**src/rtl/btn_updown_counter.sv**
```systemverilog
// Button-driven up/down decimal counter (0..9999).
// Three raw buttons (run/stop, clear, up/down) are synchronized, debounced
// and edge-detected into single-cycle pulses that drive a STOP/RUN/CLEAR
// FSM. In RUN a tick divider produces one count step every TICK_DIV cycles.

// Synchronizer + debouncer + rising-edge detector for one raw button.
module btn_conditioner #(
  parameter int DB_CYCLES = 1_000_000
) (
  input  logic clk,
  input  logic reset,
  input  logic btn_raw,
  output logic pulse
);

  localparam int CW = (DB_CYCLES > 0) ? $clog2(DB_CYCLES + 1) : 1;
  localparam logic [CW-1:0] DB_MAX = CW'(DB_CYCLES);

  logic [1:0]    sync;
  logic [CW-1:0] stable_cnt;
  logic          level;
  logic          level_q;

  // Two-flop synchronizer; sync[1] is the first safe copy of the button.
  // NOTE: sequential state uses non-blocking (<=) so every flop samples
  // pre-edge values; blocking here would collapse the two stages into one.
  always_ff @(posedge clk or posedge reset) begin
    if (reset) sync <= 2'b00;
    else       sync <= {sync[0], btn_raw};
  end

  // Debounce: adopt the synchronized value only once it has disagreed with
  // the current level for DB_CYCLES consecutive cycles; any agreement
  // restarts the count, so short glitches never reach the level.
  always_ff @(posedge clk or posedge reset) begin
    if (reset) begin
      stable_cnt <= '0;
      level      <= 1'b0;
    end else if (sync[1] == level) begin
      stable_cnt <= '0;
    end else if (stable_cnt == DB_MAX) begin
      level      <= sync[1];
      stable_cnt <= '0;
    end else begin
      stable_cnt <= stable_cnt + CW'(1);
    end
  end

  // Registered rising-edge detector: one pulse per press, none on release.
  always_ff @(posedge clk or posedge reset) begin
    if (reset) begin
      level_q <= 1'b0;
      pulse   <= 1'b0;
    end else begin
      level_q <= level;
      pulse   <= level & ~level_q;
    end
  end

endmodule

// Top level: button conditioning, control FSM, tick divider and counter.
module btn_updown_counter #(
  parameter int TICK_DIV  = 10_000_000,
  parameter int DB_CYCLES = 1_000_000
) (
  input  logic        clk,
  input  logic        reset,
  input  logic        btn_run,
  input  logic        btn_clear,
  input  logic        btn_mode,
  output logic [13:0] count,
  output logic        running,
  output logic        dir_down
);

  typedef enum logic [1:0] {
    ST_STOP  = 2'd0,
    ST_RUN   = 2'd1,
    ST_CLEAR = 2'd2
  } state_t;

  localparam int DIV_W = (TICK_DIV > 1) ? $clog2(TICK_DIV) : 1;
  localparam logic [DIV_W-1:0] DIV_LAST  = DIV_W'(TICK_DIV - 1);
  localparam logic [13:0]      COUNT_MAX = 14'd9999;

  logic             run_pulse;
  logic             clear_pulse;
  logic             mode_pulse;
  state_t           state;
  state_t           state_next;
  logic [DIV_W-1:0] div_cnt;
  logic             tick;

  btn_conditioner #(.DB_CYCLES(DB_CYCLES)) u_run (
    .clk     (clk),
    .reset   (reset),
    .btn_raw (btn_run),
    .pulse   (run_pulse)
  );

  btn_conditioner #(.DB_CYCLES(DB_CYCLES)) u_clear (
    .clk     (clk),
    .reset   (reset),
    .btn_raw (btn_clear),
    .pulse   (clear_pulse)
  );

  btn_conditioner #(.DB_CYCLES(DB_CYCLES)) u_mode (
    .clk     (clk),
    .reset   (reset),
    .btn_raw (btn_mode),
    .pulse   (mode_pulse)
  );

  // A step is due on the last cycle of each divider period, only in RUN.
  assign tick = (state == ST_RUN) && (div_cnt == DIV_LAST);

  // Next-state logic; clear has priority over run, CLEAR lasts one cycle.
  // NOTE: state_next gets a default before any branch so no path leaves it
  // unassigned; otherwise synthesis would infer a latch.
  always_comb begin
    state_next = state;
    if (state == ST_CLEAR) begin
      state_next = ST_STOP;
    end else if (clear_pulse) begin
      state_next = ST_CLEAR;
    end else begin
      unique case (state)
        ST_STOP: if (run_pulse) state_next = ST_RUN;
        ST_RUN:  if (run_pulse) state_next = ST_STOP;
        default: state_next = ST_STOP;
      endcase
    end
  end

  // State register; running is registered alongside so it mirrors RUN.
  always_ff @(posedge clk or posedge reset) begin
    if (reset) begin
      state   <= ST_STOP;
      running <= 1'b0;
    end else begin
      state   <= state_next;
      running <= (state_next == ST_RUN);
    end
  end

  // Tick divider: advances only in RUN, holds in STOP so a restart resumes
  // the partial period, and is zeroed by CLEAR.
  always_ff @(posedge clk or posedge reset) begin
    if (reset) begin
      div_cnt <= '0;
    end else if (state == ST_CLEAR) begin
      div_cnt <= '0;
    end else if (state == ST_RUN) begin
      if (div_cnt == DIV_LAST) div_cnt <= '0;
      else                     div_cnt <= div_cnt + DIV_W'(1);
    end
  end

  // Counter with decimal wrap in both directions; the >= guard keeps the
  // value in range even if it were ever corrupted above 9999.
  always_ff @(posedge clk or posedge reset) begin
    if (reset) begin
      count <= '0;
    end else if (state == ST_CLEAR) begin
      count <= '0;
    end else if (tick) begin
      if (dir_down) count <= (count == 14'd0 || count > COUNT_MAX) ? COUNT_MAX : count - 14'd1;
      else          count <= (count >= COUNT_MAX) ? 14'd0 : count + 14'd1;
    end
  end

  // Direction toggle; a tick on the same edge still sees the old value.
  always_ff @(posedge clk or posedge reset) begin
    if (reset)           dir_down <= 1'b0;
    else if (mode_pulse) dir_down <= ~dir_down;
  end

endmodule

```
**config.mk**
```make
export PLATFORM = sky130hd
export DESIGN_NAME = btn_updown_counter
export DESIGN_NICKNAME = d
export VERILOG_FILES = /design/src/rtl/btn_updown_counter.sv
export SDC_FILE = /design/constraint.sdc
export NUM_CORES = 1
export LEC_CHECK = 0
export CAP_MARGIN = 40
export CORE_MARGIN = 1.5
export CORE_UTILIZATION = 40
export DETAILED_ROUTE_END_ITERATION = 8
export SETUP_SLACK_MARGIN = 0.2
export SYNTH_ARGS = -nofsm -noshare
export SYNTH_HDL_FRONTEND = slang
export SYNTH_SLANG_ARGS = --single-unit
```
**constraint.sdc**
```tcl
create_clock -name clk -period 4.1 [get_ports clk]
set_clock_uncertainty 0.1 [all_clocks]
set_input_delay 0.82 -clock clk [delete_from_list [all_inputs] [get_ports clk]]
set_output_delay 0.82 -clock clk [all_outputs]
set_load 0.05 [all_outputs]
```
==> impl_results.md <==
* Largest net degree at the start of global routing at 118
* CTS buffer count at 17
* Syn nets at 667
* Fillers at 1,417
* Worst-Skew Late Latency at 0.41 ns
* CTS tree: done
* Tcrit/Tclk final at 69.5%
* Cts hold-fix bufs at 0
* Final Hold Fails at 0
* Hold Crit Class: reg -> reg
* Slowest cell on the critical path: clkdlybuf4s50_1
* Root cell of the clock tree: clkbuf_16
* Share of cells above drive strength 1 at 6.74%
* # setup viols final at 0
* Top_reg_cell synth: dfrtp_1
* Post-Layout Inst Area at 7100 sq um
* Area of the core at 15,100 sq um
* Final Util at 47.0%
* Die width at 127 um
* CTS resizes at 0
* Final ANT Viol Nets at 0
* Die ar. at 16,100 sq um
* DRT iter0 DRCs at 418
* Top cell type's share of synthesized area at 47.6%
* Worst Path Required at 3.18 ns
* Slew Viols, Final at 0
* Max incr delay on CP at 0.92 ns
* Synth top area cells: dfrtp_1, xnor2_1, nor2_1
* Clock sinks at 117
* Die Ht at 127 um
* Layout Nets at 689
* Syn Std Cell Area at 6160 sq um
* Yosys cell types at 64
* H-tree depth at 4
* Wire per inst at 14.4 um
* Sequential area share after synthesis at 47.6%
* Worst vdd ir at 256 uV
* First-pass GRT wire length at 22,000 um
* Area Overhead vs Synth at 15.3%
* Pre-Repair DR Iteration Count at 5
* Input/output buffers at 20
* Post-DP Area at 6550 sq um
* Post-CTS setup buffers at 0
* Critical path's top delay family: buffers and inverters
* Fmax at 351 MHz
* Maximum root-to-sink buffer count at 2
* Slew headroom at 41.6%
* Crit-path max FO at 12
* # IOs at 21
* Crit path launch type: flip-flop
* Leakage at 0.00296 uW
* Crit path DAT at 1.93 ns
* Period minus WS final at 2.85 ns
* Critical-path cell list: clkdlybuf4s50_1
* DPL Wire Length at 8390 um
* Clock-pin slew on the worst setup and hold paths at 0.05 ns
* Worst Max-Slew Pin Slew at 0.873 ns
* RSZ-0062 raised after global routing: no
* Gpl congestion at 0.869
* Num rows at 45
* Leading area contributor after synthesis: dfrtp_1
* Starting density of the core at 40.8%
* Residual DRC at 0
* CP Class: reg -> out
* CP bufs+invs at 1
* Yosys reg bits at 117
* Status: finished clean
* Mean Syn Cell Area at 9.47 sq um
* Total track usage at 16.9%
* Vias at 4,718
* Ant diodes at 0
* Asr flop ratio synth at 100%
* Synth Warn # at 0
* Vias/cell at 5.42
* Initial antenna violation count at 0
* P per Cell Area at 366 nW/um^2
* Maxcap violations at 0
* Syn Inst Count at 650
* CP Capture Type: output port
* Congestion Overflow GR at 0
* Number of synthesized flops with an enable pin at 0
* Setup TNS at 0 ns
* Vias in the first global route at 4,699
* Post-Route WL at 12,500 um
-- layout by cell type (no fill, tap or decap), types with 5 or more instances in the layout --
cell type	synthesis	routed
dfrtp_1	117	117
nor2_1	114	114
xnor2_1	52	52
nand3_1	39	39
inv_1	38	37
nand2_1	31	31
xor2_1	25	25
nand4_1	23	23
nor3_1	21	21
clkdlybuf4s50_1	0	20
clkbuf_16	0	17
and3_1	15	15
o21ai_0	14	14
ha_1	12	12
nor4_1	11	11
and4_1	9	9
nor2b_1	7	7
nor3b_1	7	7
nor4b_1	6	6
a31oi_1	6	6
a21oi_1	5	5
-- state kept, by name, summed over array words and instances (netlist names), 2 cells and up --
register,flops
u_clear.sync,2
count,14
state,2
u_mode.sync,2
u_run.sync,2
u_run.stable_cnt,20
div_cnt,24
u_clear.stable_cnt,20
u_mode.stable_cnt,20
-- routing by layer --
metal	up-vias	part of all wire [%]	global-route usage, %
li1	2314	-	-
met4	0	1.7	7.22
met3	20	3.6	3.85
met2	85	48	28.0
met1	2299	46	21.5
met5	-	0	0
-- report_power, final --
| part | internal (uW) | switching (uW) | total [uW] | leakage, uW |
|---|---|---|---|---|
| sequential | 1170 | 9.96 | 1180 | 0.00161 |
| clock | 881 | 483 | 1360 | 0.000272 |
| combinational | 16.8 | 41.8 | 58.7 | 0.00107 |
-- cells by family (layout without fill, tap and decap cells) --
logic type,Yosys count,count (layout),share of synthesized area [%]
muxes,5,5,0.894
buffers and inverters,59,91,3.74
DFF,117,117,47.6
adders and majority gates,12,12,2.44
AOI/OAI and AO/OA,69,69,8.37
xor gates and xnor gates,77,77,11.0
and+or+nand+nor,311,311,26.0
-- path summary, 6_finish.rpt --
path,to,slack (ns),start,cells past startpoint
worst max register to register,count[12]$_DFFE_PP0P_,1.35,count[0]$_DFFE_PP0P_,7
min in group asynchronous,u_run.stable_cnt[4]$_DFF_PP0_,0.82,reset,3
worst min-delay path,u_clear.sync[1]$_DFF_PP0_,0.24,u_clear.sync[0]$_DFF_PP0_,0
worst max-delay path,count[10],1.25,count[10]$_DFFE_PP0P_,1
worst min register to register,u_clear.sync[1]$_DFF_PP0_,0.24,u_clear.sync[0]$_DFF_PP0_,0
max in group asynchronous,div_cnt[13]$_DFFE_PP0P_,2.59,reset,3
-- synth_stat cells (7+ instances only) --
master and count:
nor3_1 21, o21ai_0 14, nor2_1 114, and3_1 15, and4_1 9, xnor2_1 52
clkbuf_1 19, nor3b_1 7, nor4_1 11, nand2_1 31, dfrtp_1 117, nand4_1 23
ha_1 12, nor2b_1 7, inv_1 38, xor2_1 25, nand3_1 39
-- through the flow --
stage	total power, uW	hold WS, ns	cells	setup slack, ns
4_1_cts	2640	0.247	870	1.26
3_3_place_gp	1260	0.239	839	1.17
6_report	2600	0.245	870	1.25
3_5_place_dp	1260	0.236	841	1.40
5_1_grt	2690	0.264	870	1.19
2_1_floorplan	1240	0.231	650	1.57
-- cell type report --
type                    instances  area [sq um]  area share, %
flip-flops and latches        117          2930           41.3
well taps                     188           235           3.32
multi-input cells             474          3000           42.3
clock buffers                  24           492           6.93
inverters                      38           146           2.06
clock inverters                 5          50.0          0.705
repair buffers                 24           246           3.47
No activity file was read; power rests on OpenSTA's default activity.
